`config.mk`:
```
export PLATFORM = sky130hd
export DESIGN_NAME = fifo_burst_reader
export DESIGN_NICKNAME = d
export VERILOG_FILES = /design/src/rtl/fifo_rd_pkg.sv /design/src/rtl/rd_skid_buf.sv /design/src/rtl/fifo_burst_reader.sv
export SDC_FILE = /design/constraint.sdc
export NUM_CORES = 1
export LEC_CHECK = 0
export CAP_MARGIN = 0
export CORE_MARGIN = 4
export CORE_UTILIZATION = 30
export CTS_CLUSTER_DIAMETER = 120
export DETAILED_ROUTE_END_ITERATION = 16
export SLEW_MARGIN = 20
export SYNTH_ARGS = -nofsm -noshare
export SYNTH_HDL_FRONTEND = slang
export SYNTH_SLANG_ARGS = --single-unit
```
`constraint.sdc`:
```
create_clock -name clk -period 2.8 [get_ports clk]
set_clock_uncertainty 0.2 [all_clocks]
set_input_delay 0.56 -clock clk [delete_from_list [all_inputs] [get_ports clk]]
set_output_delay 0.56 -clock clk [all_outputs]
set_load 0.005 [all_outputs]
```
`src/rtl/fifo_rd_pkg.sv`:
```
// Shared types for the FIFO burst reader: controller states and the output buffer entry.
package fifo_rd_pkg;

    // Widest data path the buffer entry can carry; each instance uses its low DATA_WIDTH bits.
    localparam int RD_MAX_DW = 128;

    typedef enum logic [1:0] {
        ST_IDLE  = 2'd0,
        ST_BURST = 2'd1,
        ST_DRAIN = 2'd2
    } rd_state_e;

    typedef struct packed {
        logic [RD_MAX_DW-1:0] data;
        logic                 last;
    } rd_entry_t;

endpackage

```
`src/rtl/rd_skid_buf.sv`:
```
// Two-entry in-order output buffer; entry 0 is always the head shown downstream.
module rd_skid_buf
    import fifo_rd_pkg::*;
(
    input  logic       clk,
    input  logic       rst_n,
    input  logic       i_push,
    input  rd_entry_t  i_ent,
    input  logic       i_pop,
    output logic       o_valid,
    output rd_entry_t  o_ent,
    output logic [1:0] o_occ
);

    rd_entry_t  r_ent0;
    rd_entry_t  r_ent1;
    logic [1:0] r_occ;
    logic       w_pop;

    assign w_pop = i_pop && (r_occ != 2'd0);

    always_ff @(posedge clk or negedge rst_n) begin
        if (!rst_n) begin
            r_ent0 <= '0;
            r_ent1 <= '0;
            r_occ  <= 2'd0;
        end else begin
            case ({i_push, w_pop})
                2'b10: begin
                    if (r_occ == 2'd0) begin
                        r_ent0 <= i_ent;
                        r_occ  <= 2'd1;
                    end else if (r_occ == 2'd1) begin
                        r_ent1 <= i_ent;
                        r_occ  <= 2'd2;
                    end
                end
                2'b01: begin
                    r_ent0 <= r_ent1;
                    r_occ  <= r_occ - 2'd1;
                end
                2'b11: begin
                    // Occupancy unchanged; the new word queues behind whatever remains.
                    if (r_occ == 2'd2) begin
                        r_ent0 <= r_ent1;
                        r_ent1 <= i_ent;
                    end else begin
                        r_ent0 <= i_ent;
                    end
                end
                default: ;
            endcase
        end
    end

    assign o_valid = (r_occ != 2'd0);
    assign o_ent   = r_ent0;
    assign o_occ   = r_occ;

endmodule

```
`src/rtl/fifo_burst_reader.sv`:
```
// Reads a FIFO in fixed bursts, or drains it word by word on flush/timeout.
// Define FIFO_RD_TIMEOUT_EN to drain a partially filled FIFO after TIMEOUT_CYCLES idle cycles.
module fifo_burst_reader
    import fifo_rd_pkg::*;
#(
    parameter int DATA_WIDTH         = 32,
    parameter int BURST_LEN          = 3,
    parameter int ALMOST_EMPTY_LEVEL = 2,
    parameter int TIMEOUT_CYCLES     = 16
) (
    input  logic                  clk,
    input  logic                  rst_n,
    input  logic                  empty_i,
    input  logic                  almost_empty_i,
    output logic                  rden_o,
    input  logic [DATA_WIDTH-1:0] rdata_i,
    input  logic                  flush_i,
    output logic                  valid_o,
    input  logic                  ready_i,
    output logic [DATA_WIDTH-1:0] data_o,
    output logic                  last_o,
    output logic                  busy_o
);

    localparam int            BW        = (BURST_LEN > 1) ? $clog2(BURST_LEN) : 1;
    localparam logic [BW-1:0] LAST_BEAT = BW'(BURST_LEN - 1);

    generate
        if (BURST_LEN < 1 || BURST_LEN > ALMOST_EMPTY_LEVEL + 1) begin : g_bad_burst
            $error("BURST_LEN must lie in 1..ALMOST_EMPTY_LEVEL+1");
        end
        if (TIMEOUT_CYCLES < 1) begin : g_bad_timeout
            $error("TIMEOUT_CYCLES must be >= 1");
        end
        if (DATA_WIDTH < 1 || DATA_WIDTH > RD_MAX_DW) begin : g_bad_width
            $error("DATA_WIDTH out of range for rd_entry_t");
        end
    endgenerate

    rd_state_e     r_state;
    rd_state_e     w_state_nxt;
    logic [BW-1:0] r_beat;
    logic          w_rden;
    logic          w_last;
    logic          w_to_hit;
    logic          w_valid;
    logic          w_pop;
    logic [1:0]    w_occ;
    rd_entry_t     w_push_ent;
    rd_entry_t     w_out_ent;
    logic          w_unused_hi;

`ifdef FIFO_RD_TIMEOUT_EN
    localparam int TW = $clog2(TIMEOUT_CYCLES + 1);

    logic [TW-1:0] r_to_cnt;
    logic          w_to_count;

    // Only a FIFO that cannot start a burst but still holds data ages toward a drain.
    assign w_to_count = (r_state == ST_IDLE) && !empty_i && almost_empty_i;
    assign w_to_hit   = w_to_count && (r_to_cnt == TW'(TIMEOUT_CYCLES - 1));

    always_ff @(posedge clk or negedge rst_n) begin
        if (!rst_n) begin
            r_to_cnt <= '0;
        end else if (!w_to_count) begin
            r_to_cnt <= '0;
        end else if (!w_to_hit) begin
            r_to_cnt <= r_to_cnt + TW'(1);
        end
    end
`else
    assign w_to_hit = 1'b0;
`endif

    always_ff @(posedge clk or negedge rst_n) begin
        if (!rst_n) begin
            r_state <= ST_IDLE;
        end else begin
            r_state <= w_state_nxt;
        end
    end

    always_comb begin
        w_state_nxt = r_state;
        case (r_state)
            ST_IDLE: begin
                if (!empty_i && !almost_empty_i) begin
                    w_state_nxt = ST_BURST;
                end else if (!empty_i && (flush_i || w_to_hit)) begin
                    w_state_nxt = ST_DRAIN;
                end
            end
            ST_BURST: begin
                if (w_rden && (r_beat == LAST_BEAT)) begin
                    w_state_nxt = ST_IDLE;
                end
            end
            ST_DRAIN: begin
                if (empty_i) begin
                    w_state_nxt = ST_IDLE;
                end
            end
            default: w_state_nxt = ST_IDLE;
        endcase
    end

    always_comb begin
        w_rden = 1'b0;
        w_last = 1'b0;
        case (r_state)
            ST_BURST: begin
                w_rden = !empty_i && (w_occ < 2'd2);
                w_last = (r_beat == LAST_BEAT);
            end
            ST_DRAIN: begin
                w_rden = !empty_i && (w_occ < 2'd2);
                w_last = 1'b1;
            end
            default: ;
        endcase
    end

    always_ff @(posedge clk or negedge rst_n) begin
        if (!rst_n) begin
            r_beat <= '0;
        end else if ((r_state == ST_BURST) && w_rden) begin
            r_beat <= (r_beat == LAST_BEAT) ? '0 : r_beat + BW'(1);
        end
    end

    always_comb begin
        w_push_ent      = '0;
        w_push_ent.data = RD_MAX_DW'(rdata_i);
        w_push_ent.last = w_last;
    end

    assign w_pop = w_valid && ready_i;

    rd_skid_buf u_buf (
        .clk     (clk),
        .rst_n   (rst_n),
        .i_push  (w_rden),
        .i_ent   (w_push_ent),
        .i_pop   (w_pop),
        .o_valid (w_valid),
        .o_ent   (w_out_ent),
        .o_occ   (w_occ)
    );

    assign w_unused_hi = ^(w_out_ent.data >> DATA_WIDTH);

    assign rden_o  = w_rden;
    assign valid_o = w_valid;
    assign data_o  = w_out_ent.data[DATA_WIDTH-1:0];
    assign last_o  = w_out_ent.last;
    assign busy_o  = (r_state != ST_IDLE);

endmodule

```
==> results.py <==
metrics = {
    "sta": {
        "max_freq_ghz": 0.371,
        "max_slew_margin_pct": 39.9,
        "hold_violations": 0,
        "period_minus_slack_ps": 2690,
        "hold_slack_ps": 138,
        "worst_slew_pin_slew_ps": 902,
        "period_share_pct": 96.2,
        "drv_slew": 0,
        "setup_viol": 0,
        "rsz0062_at_grt": "false",
    },
    "place": {
        "port_buffers": 73,
        "detailed_place_hpwl_um": 4670,
        "gp_congestion": 0.796,
    },
    "setup_path": {
        "rr_worst_depth": 9,
        "r2r-start": "u_buf.o_occ[1]$_DFFE_PN0P_",
        "crit_top_cell": "clkdlybuf4s50_1",
        "end_kind": "output pin",
        "crit_arrival_ps": 1930,
        "critPathTopFamily": "buffers and inverters",
        "reg2reg_setup_slack_ps": 110,
        "path_cells": "clkdlybuf4s50_1 -> nor3b_4 -> buf_6 -> clkdlybuf4s50_1",
        "worstReg2RegEnd": "u_buf.r_ent1[11]$_DFFE_PN0P_",
        "slowest_delay_ps": 500,
        "cp.buffers_inverters": 3,
        "cp.required_ps": 2040,
        "startpoint_type": "primary input",
        "crit_fanout": 4,
        "path_class": "primary input to output pin",
        "cp_slowest_cell": "clkdlybuf4s50_1",
    },
    "clocking": {
        "cts_max_level": 3,
        "root_buffer": "clkbuf_8",
        "clkTransAtPathRegs_ps": 80,
        "tritoncts": "built",
        "clock_latency_ps": 340,
        "cts_buffers": 9,
        "clockBufferDepth": 2,
        "postCtsHoldBufs": 0,
        "cts_sinks": 72,
    },
    "synth": {
        "ys.flop_type": "dfrtp_1",
        "yosysWarnings": 0,
        "ys_ff_latch": 72,
        "syn_area_per_cell_um2": 11.8,
        "yosysSeqAreaShare_pct": 55.6,
        "syn_nets": 322,
        "async_flop_share_pct": 100,
        "synth_edf_count": 0,
        "synth_area_um2": 3240,
        "yosysUniqueCellTypes": 34,
        "netlist_instances": 275,
    },
    "detailed_routing": {
        "num_vias": 2263,
        "via_per_inst": 4.59,
        "dr.pass1.iters": 4,
        "drt_first_iter_violations": 104,
        "wirelength_um": 7260,
        "remaining_drc_errors": 0,
        "postRouteAntennaNets": 0,
        "routedWlPerCell_um": 14.7,
    },
    "grt": {
        "grt_max_degree": 73,
        "antenna_found_initial": 0,
        "grt_pass1_vias": 2316,
        "grt_usage_pct": 11.6,
        "grt_pass1_wl_um": 11700,
        "grt_overflow": 0,
    },
    "floorplan": {
        "die_h_um": 112,
        "placementRows": 37,
        "die_area_um2": 12500,
        "design.portCount": 74,
        "die_width_um": 112,
        "start_util_pct": 31.1,
        "coreArea_um2": 10400,
    },
    "final_layout": {
        "layout-drive-gt1-share_pct": 17.1,
        "nets": 400,
        "final_core_util_pct": 42.0,
        "area_growth_pct": 34.8,
        "antennaDiodeCount": 0,
    },
    "pwr": {
        "p_leak_uw": 0.00187,
        "ir_worst_vdd_mv": 0.427,
        "powerDensity_nw_per_um2": 1050,
    },
    "min_path": {
        "hold_path_class": "primary input to asynchronous set/reset pin",
    },
    "outcome": {
        "status": "completed",
    },
    "run": {
        "drv_cap": 0,
    },
}
power by group:
part | total [uW] | internal [uW] | switching (uW)
Combinational | 1960 | 1110 | 851
Sequential | 1790 | 1530 | 259
Clock | 819 | 431 | 388
cell usage after synthesis, types with 2 or more instances:
| cell | number | share of area [%] |
|---|---|---|
| a21o_1 | 2 | 0.46 |
| a21oi_1 | 5 | 0.77 |
| a22oi_1 | 32 | 7.4 |
| buf_2 | 6 | 0.93 |
| buf_6 | 7 | 2.4 |
| clkbuf_1 | 2 | 0.23 |
| dfrtp_1 | 72 | 56 |
| ha_1 | 9 | 3.5 |
| inv_1 | 9 | 1.0 |
| mux2_1 | 8 | 2.8 |
| mux2_2 | 24 | 8.3 |
| mux2i_1 | 3 | 0.93 |
| nand2_1 | 35 | 4.1 |
| nand2b_1 | 3 | 0.58 |
| nor2_1 | 2 | 0.23 |
| nor2b_1 | 2 | 0.39 |
| nor3b_1 | 2 | 0.46 |
| o21ai_0 | 30 | 4.6 |
| o21ai_1 | 7 | 1.1 |
metal layers:
layer  vias to the layer above  routed length [um]  global-route usage, %
met5                         -                   0                      0
met4                         0                  68                   4.33
met3                         6                 358                   3.26
met2                        52                3330                   17.8
met1                      1075                3500                   15.6
li1                       1130                   -                      -
worst max path at each step:
stage | cells after the start | slack (ps) | startpoint | to
2_1_floorplan | 8 | 300 | r_state[0]$_DFFE_PN0P_ | u_buf.r_ent1[24]$_DFFE_PN0P_
3_3_place_gp | 7 | -140 | empty_i | u_buf.o_ent[4]$_DFFE_PN0P_
3_5_place_dp | 7 | -230 | empty_i | u_buf.o_ent[28]$_DFFE_PN0P_
4_1_cts | 5 | 3 | r_state[0]$_DFFE_PN0P_ | rden_o
5_1_grt | 9 | 5 | u_buf.o_occ[1]$_DFFE_PN0P_ | u_buf.r_ent1[11]$_DFFE_PN0P_
6_report | 4 | 110 | empty_i | rden_o
cells by family after synthesis:
kind of cell,Yosys count,share of synthesized area (%)
AO/OA/AOI/OAI,81,16.0
flip-flops,72,55.6
AND/OR/NAND/NOR,51,7.75
multiplexers,35,12.0
buffers and inverters,27,5.13
adder cells (fa/ha/maj),9,3.47
state kept, by name (all words and copies together) (netlist names):
register      flops
u_buf.o_occ       2
r_beat            2
u_buf.o_ent      33
r_state           2
u_buf.r_ent1     33
metrics by stage:
step           cells  cell area [um^2]  setup slack (ps)  total power (uW)  setup TNS (ps)
2_1_floorplan    275              3240               305              2910               0
3_3_place_gp     476              4140              -144              3680           -4220
3_5_place_dp     476              4140              -229              3750           -7890
4_1_cts          491              4330              3.00              4580               0
5_1_grt          493              4370              5.41              4930               0
6_report         493              4370               107              4570               0
timing repair:
item                       4_1_cts  5_1_grt
setup endpoints to repair        0       43
resized for setup                0        5
setup buffers                    0        1
area by class of cell:
| class | count | area (um^2) |
|---|---|---|
| inverter | 10 | 37.5 |
| sequential | 72 | 1800 |
| multi-input combinational | 177 | 1320 |
| fill | 1002 | 6040 |
| clock buffer | 10 | 138 |
| tap | 136 | 170 |
| clock inverter | 5 | 56.3 |
| timing repair buffer | 83 | 845 |
cells in the final DEF (no fill, tap or decap), types with 2 or more instances in the layout:
master | Yosys | layout
mux2_1 | 8 | 8
buf_12 | 0 | 3
clkbuf_8 | 0 | 10
ha_1 | 9 | 7
nor3b_1 | 2 | 2
a21oi_1 | 5 | 3
buf_4 | 1 | 7
mux2_2 | 24 | 24
nor2b_1 | 2 | 2
clkinv_2 | 0 | 2
mux2i_1 | 3 | 3
nor2_4 | 0 | 2
inv_1 | 9 | 9
clkdlybuf4s50_1 | 0 | 72
o21ai_1 | 7 | 7
o21ai_0 | 30 | 30
a21o_1 | 2 | 2
nand2b_1 | 3 | 3
a22oi_1 | 32 | 32
nand2_1 | 35 | 35
dfrtp_1 | 72 | 72
Note: power is estimated with default switching activity, not from simulation.
